## src/rtl/caliptra_prim_fifo_wr_arb.sv

```systemverilog
// Round-robin, packet-locked arbiter sharing one FIFO write port among NumReq requesters.
// Latency: 1-cycle grant bubble in IDLE, then beats pass combinationally to the FIFO.
// Backpressure: fifo_wready_i low stalls the owner (ready=0) with no state change.
module caliptra_prim_fifo_wr_arb #(
    parameter  int NumReq   = 4,
    parameter  int Width    = 32,
    parameter  int MaxBeats = 16,
    localparam int IdW      = (NumReq > 1) ? $clog2(NumReq) : 1,
    localparam int CntW     = (MaxBeats > 1) ? $clog2(MaxBeats) : 1
) (
    input  logic                    clk_i,
    input  logic                    rst_i,
    input  logic                    clr_i,
    input  logic [NumReq-1:0]       req_valid_i,
    output logic [NumReq-1:0]       req_ready_o,
    input  logic [NumReq-1:0]       req_last_i,
    input  logic [NumReq*Width-1:0] req_data_i,
    output logic                    fifo_wvalid_o,
    input  logic                    fifo_wready_i,
    output logic [IdW+Width-1:0]    fifo_wdata_o,
    output logic [NumReq-1:0]       grant_o,
    output logic                    busy_o,
    output logic                    err_o
);

    typedef enum logic {IDLE, BURST} state_e;

    state_e            state;
    logic [IdW-1:0]    rr_ptr;
    logic [IdW-1:0]    owner;
    logic [CntW-1:0]   beat_cnt;
    logic [NumReq-1:0] grant;
    logic              err;

    logic              any_valid;
    logic [IdW-1:0]    winner;
    logic [IdW-1:0]    scan_idx;
    logic              busy;
    logic              own_valid;
    logic              own_last;
    logic [Width-1:0]  own_data;
    logic              accept;
    logic              wd_hit;

    // Round-robin scan starting at rr_ptr; walking backwards lets the closest candidate win last.
    always_comb begin
        any_valid = 1'b0;
        winner    = '0;
        scan_idx  = '0;
        for (int k = NumReq - 1; k >= 0; k--) begin
            scan_idx = IdW'((int'(rr_ptr) + k) % NumReq);
            if (req_valid_i[scan_idx]) begin
                any_valid = 1'b1;
                winner    = scan_idx;
            end
        end
    end

    assign busy      = (state == BURST);
    assign own_valid = req_valid_i[owner];
    assign own_last  = req_last_i[owner];
    assign own_data  = req_data_i[int'(owner)*Width +: Width];
    assign accept    = busy & ~clr_i & own_valid & fifo_wready_i;
    assign wd_hit    = (beat_cnt == CntW'(MaxBeats - 1));

    // Only the owner's lane reaches the FIFO; clear suppresses the handshake in its cycle.
    assign fifo_wvalid_o = busy & ~clr_i & own_valid;
    assign req_ready_o   = (busy & ~clr_i & fifo_wready_i) ? grant : '0;
    assign fifo_wdata_o  = busy ? {owner, own_data} : '0;
    assign grant_o       = grant;
    assign busy_o        = busy;
    assign err_o         = err;

    // Arbitration FSM: grant in IDLE, count beats in BURST, release on last or watchdog.
    always_ff @(posedge clk_i or posedge rst_i) begin
        if (rst_i) begin
            state    <= IDLE;
            rr_ptr   <= '0;
            owner    <= '0;
            beat_cnt <= '0;
            grant    <= '0;
            err      <= 1'b0;
        end else if (clr_i) begin
            state    <= IDLE;
            rr_ptr   <= '0;
            owner    <= '0;
            beat_cnt <= '0;
            grant    <= '0;
            err      <= 1'b0;
        end else begin
            case (state)
                IDLE: begin
                    if (any_valid) begin
                        state    <= BURST;
                        owner    <= winner;
                        grant    <= NumReq'(1) << winner;
                        beat_cnt <= '0;
                    end
                end
                BURST: begin
                    if (accept) begin
                        if (own_last || wd_hit) begin
                            state    <= IDLE;
                            grant    <= '0;
                            beat_cnt <= '0;
                            rr_ptr   <= (owner == IdW'(NumReq - 1)) ? '0 : owner + IdW'(1);
                            // A forced release leaves the rest of the packet to re-arbitrate.
                            if (!own_last) begin
                                err <= 1'b1;
                            end
                        end else begin
                            beat_cnt <= beat_cnt + CntW'(1);
                        end
                    end
                end
                default: begin
                    state <= IDLE;
                    grant <= '0;
                end
            endcase
        end
    end

endmodule

```

## config.mk

```make
export PLATFORM = sky130hd
export DESIGN_NAME = caliptra_prim_fifo_wr_arb
export DESIGN_NICKNAME = d
export VERILOG_FILES = /design/src/rtl/caliptra_prim_fifo_wr_arb.sv
export SDC_FILE = /design/constraint.sdc
export NUM_CORES = 1
export LEC_CHECK = 0
export ABC_AREA = 1
export BUFFER_PORTS_ARGS = -buffer_cell sky130_fd_sc_hd__buf_2
export CORE_MARGIN = 2
export CORE_UTILIZATION = 42
export DETAILED_ROUTE_END_ITERATION = 8
export PLACE_DENSITY_LB_ADDON = 0.3
export SLEW_MARGIN = 5
export SYNTH_ARGS = -nofsm -noshare
export SYNTH_HDL_FRONTEND = slang
export SYNTH_SLANG_ARGS = --single-unit
```

## constraint.sdc

```tcl
create_clock -name clk_i -period 3.1 [get_ports clk_i]
set_input_delay 0.62 -clock clk_i [delete_from_list [all_inputs] [get_ports clk_i]]
set_output_delay 0.62 -clock clk_i [all_outputs]
set_load 0.03 [all_outputs]
```

==> results.toml <==
[die]
start_util = 0.431
die_h_um = 75.9
fp.dieW_um = 75.9
core_um2 = 5040
io_pins = 185
rows = 26
die_area_um2 = 5760

[routing]
drc = 0
vias = 3313
wl_per_cell_um = 12.8
drtAntennaViolNets = 0
routed_wl_um = 8390
viasPerCell = 5.07
dr.pass1.iters = 5
drtIter0Drc = 165

[synth]
syn_nets = 560
yosys_warnings = 0
yosys-top-cells-area = "nor2_1, dfrtp_1, o21ai_0"
yosysSeqAreaShare = 0.161
synth_top_cell_area_share = 0.245
synth_area_um2 = 2170
yosys.area.top_type = "nor2_1"
ys_ff_latch = 14
synth_cells = 418
synth.distinct_cells = 24
avgSynthCellArea_um2 = 5.20

[placed_design]
place_worst_setup_slack_ns = 0.716
portBuffers = 184
dp_hpwl_um = 6330
placed_cells = 649
place_congestion = 0.893

[clocking]
cts_max_level = 1
cts_tree = "built"
clock_path_buffers = 2
root_buffer = "clkbuf_8"
postCtsHoldBufs = 0
cts_buffers = 3
ctsResizeCount = 0
insertion_delay_ns = 0.25
clkSlewWorstSetupHoldPaths_ns = 0.06
cts_setup_buffers = 0
cts.sinks = 14

[sta]
min_period_over_period = 0.863
rsz0062_at_grt = "no"
finalHoldViolations = 0
drv_slew = 0
fin_ws_ns = 0.424
clock-skew-final_ns = 0.00303
fin_crit_ns = 2.68
setup_tns_ns = 0
setup_viol = 0
worstMarginPinSlew_ns = 0.825
slew_headroom = 0.449
fmax_mhz = 374

[pwr]
p_total_uw = 1610
seqPwrFrac = 0.155
clkPwrFrac = 0.111
p_sw_uw = 912
p_comb_frac = 0.733
powerDensity_nw_per_um2 = 512
p_int_uw = 697
ir_drop_mv = 0.314
p_leak_uw = 0.00179
swShare = 0.567

[global_route]
grt_overflow = 0
grt_max_degree = 66
grt_antenna_before_repair = 0
grtUsageTotal = 0.277
grt_pass1_vias = 2966
grt_pass1_wl_um = 13600

[worst_setup_path]
crit_required_ns = 2.48
crit_start = "owner[0]"
r2r_slack_ns = 0.94
setup.worst_path.class = "reg2out"
path_max_fanout = 62
crit_arrival_ns = 2.06
r2r-start = "owner[0]"
start_kind = "flip-flop"
end_kind = "output pin"
reg2regPathDepth = 11
crit_path_end = "fifo_wdata_o[22]"
timing.rr.end = "grant_o[2]"

[final_layout]
layout-area-overhead-vs-synth_pct = 44.6
finalNonFillerCells = 653
finalNetCount = 726
fillers = 481
n_antenna_cell = 0
drive_gt1_frac = 0.376

[outcome]
outcome = "completed"

[run]
cap_violations = 0

[hold_path]
hp-class = "in2async"
-- sequential cells by signal, indices dropped and copies added (netlist names) --
signal and cells:
busy_o 1, owner 2, beat_cnt 4, err_o 1
rr_ptr 2, grant_o 4
-- cells in the mapped netlist (all sizes together) --
cell and count:
a21oi 38, o21ai 74, nor2 145, clkbuf 9
nand2 71, xnor2 1, inv 26, nor3 3
dfrtp 14, ha 2, xor2 1, buf 17
nand3 14, o211ai 3
-- layout make-up --
| class | instances | area (µm²) | area share |
|---|---|---|---|
| inverter | 26 | 97.6 | 0.0311 |
| clock buffer | 4 | 55.1 | 0.0175 |
| timing repair buffer | 187 | 943 | 0.300 |
| multi-input combinational | 352 | 1610 | 0.511 |
| sequential | 14 | 352 | 0.112 |
| tap | 70 | 87.6 | 0.0279 |
-- cell usage in the layout (no fill, tap or decap), drive strengths merged --
master	synthesis	layout
nand3	14	14
nor3	3	3
ha	2	2
dfrtp	14	14
clkbuf	9	4
a21oi	38	38
buf	17	187
inv	26	26
o21ai	74	74
nand2	71	71
xor2	1	1
nor2	145	145
xnor2	1	1
o211ai	3	3
-- logic make-up after synthesis --
family                   Yosys count  share of synthesized area
AND/OR/NAND/NOR                  233                      0.445
AO/OA/AOI/OAI                    115                      0.275
buffers and inverters             52                     0.0991
flip-flops                        14                      0.161
XOR/XNOR                           2                    0.00807
adder cells (fa/ha/maj)            2                     0.0115
-- per-layer routing --
| metal | track usage | up-vias | part of all wire | wire length, µm |
|---|---|---|---|---|
| met5 | 0 | - | 0 | 0 |
| met4 | 0.0964 | 0 | 0.029 | 243 |
| met3 | 0.0440 | 22 | 0.084 | 704 |
| met2 | 0.475 | 163 | 0.47 | 3930 |
| met1 | 0.355 | 1451 | 0.42 | 3520 |
| li1 | - | 1677 | - | - |
-- stage by stage --
stage | utilization | hold slack, ns | area, µm²
after floorplan | - | 0.509 | 2170
after global placement | 0.612 | 0.486 | 3090
after detailed placement | 0.612 | 0.483 | 3090
after CTS | 0.623 | 0.421 | 3140
after global routing | 0.623 | 0.460 | 3140
final | 0.623 | 0.403 | 3140
-- power groups by stage --
| stage | combinational, µW | sequential, µW | clock (µW) |
|---|---|---|---|
| floorplan | 871 | 254 | 0 |
| global placement | 1160 | 250 | 0 |
| detailed placement | 1170 | 252 | 0 |
| CTS | 1180 | 250 | 183 |
| global route | 1310 | 257 | 191 |
| finish | 1180 | 250 | 179 |
-- worst min-delay path by stage --
stage,slack (ns),end,depth (start not counted),from
final,0.40,grant_o[0],2,rst_i
after global routing,0.46,grant_o[3],2,rst_i
after CTS,0.42,err_o,2,rst_i
after detailed placement,0.48,grant_o[0],2,grant_o[0]
after global placement,0.49,grant_o[1],2,grant_o[1]
after floorplan,0.51,beat_cnt[0],1,rst_i
-- critical path: stages (launching register included) --
cell	delay, ns
dfrtp_2	0.51
buf_4	0.54
nor2_1	0.12
nor2_1	0.10
o21ai_0	0.09
a21oi_1	0.18
buf_2	0.23
No activity file was read; power rests on OpenSTA's default activity.
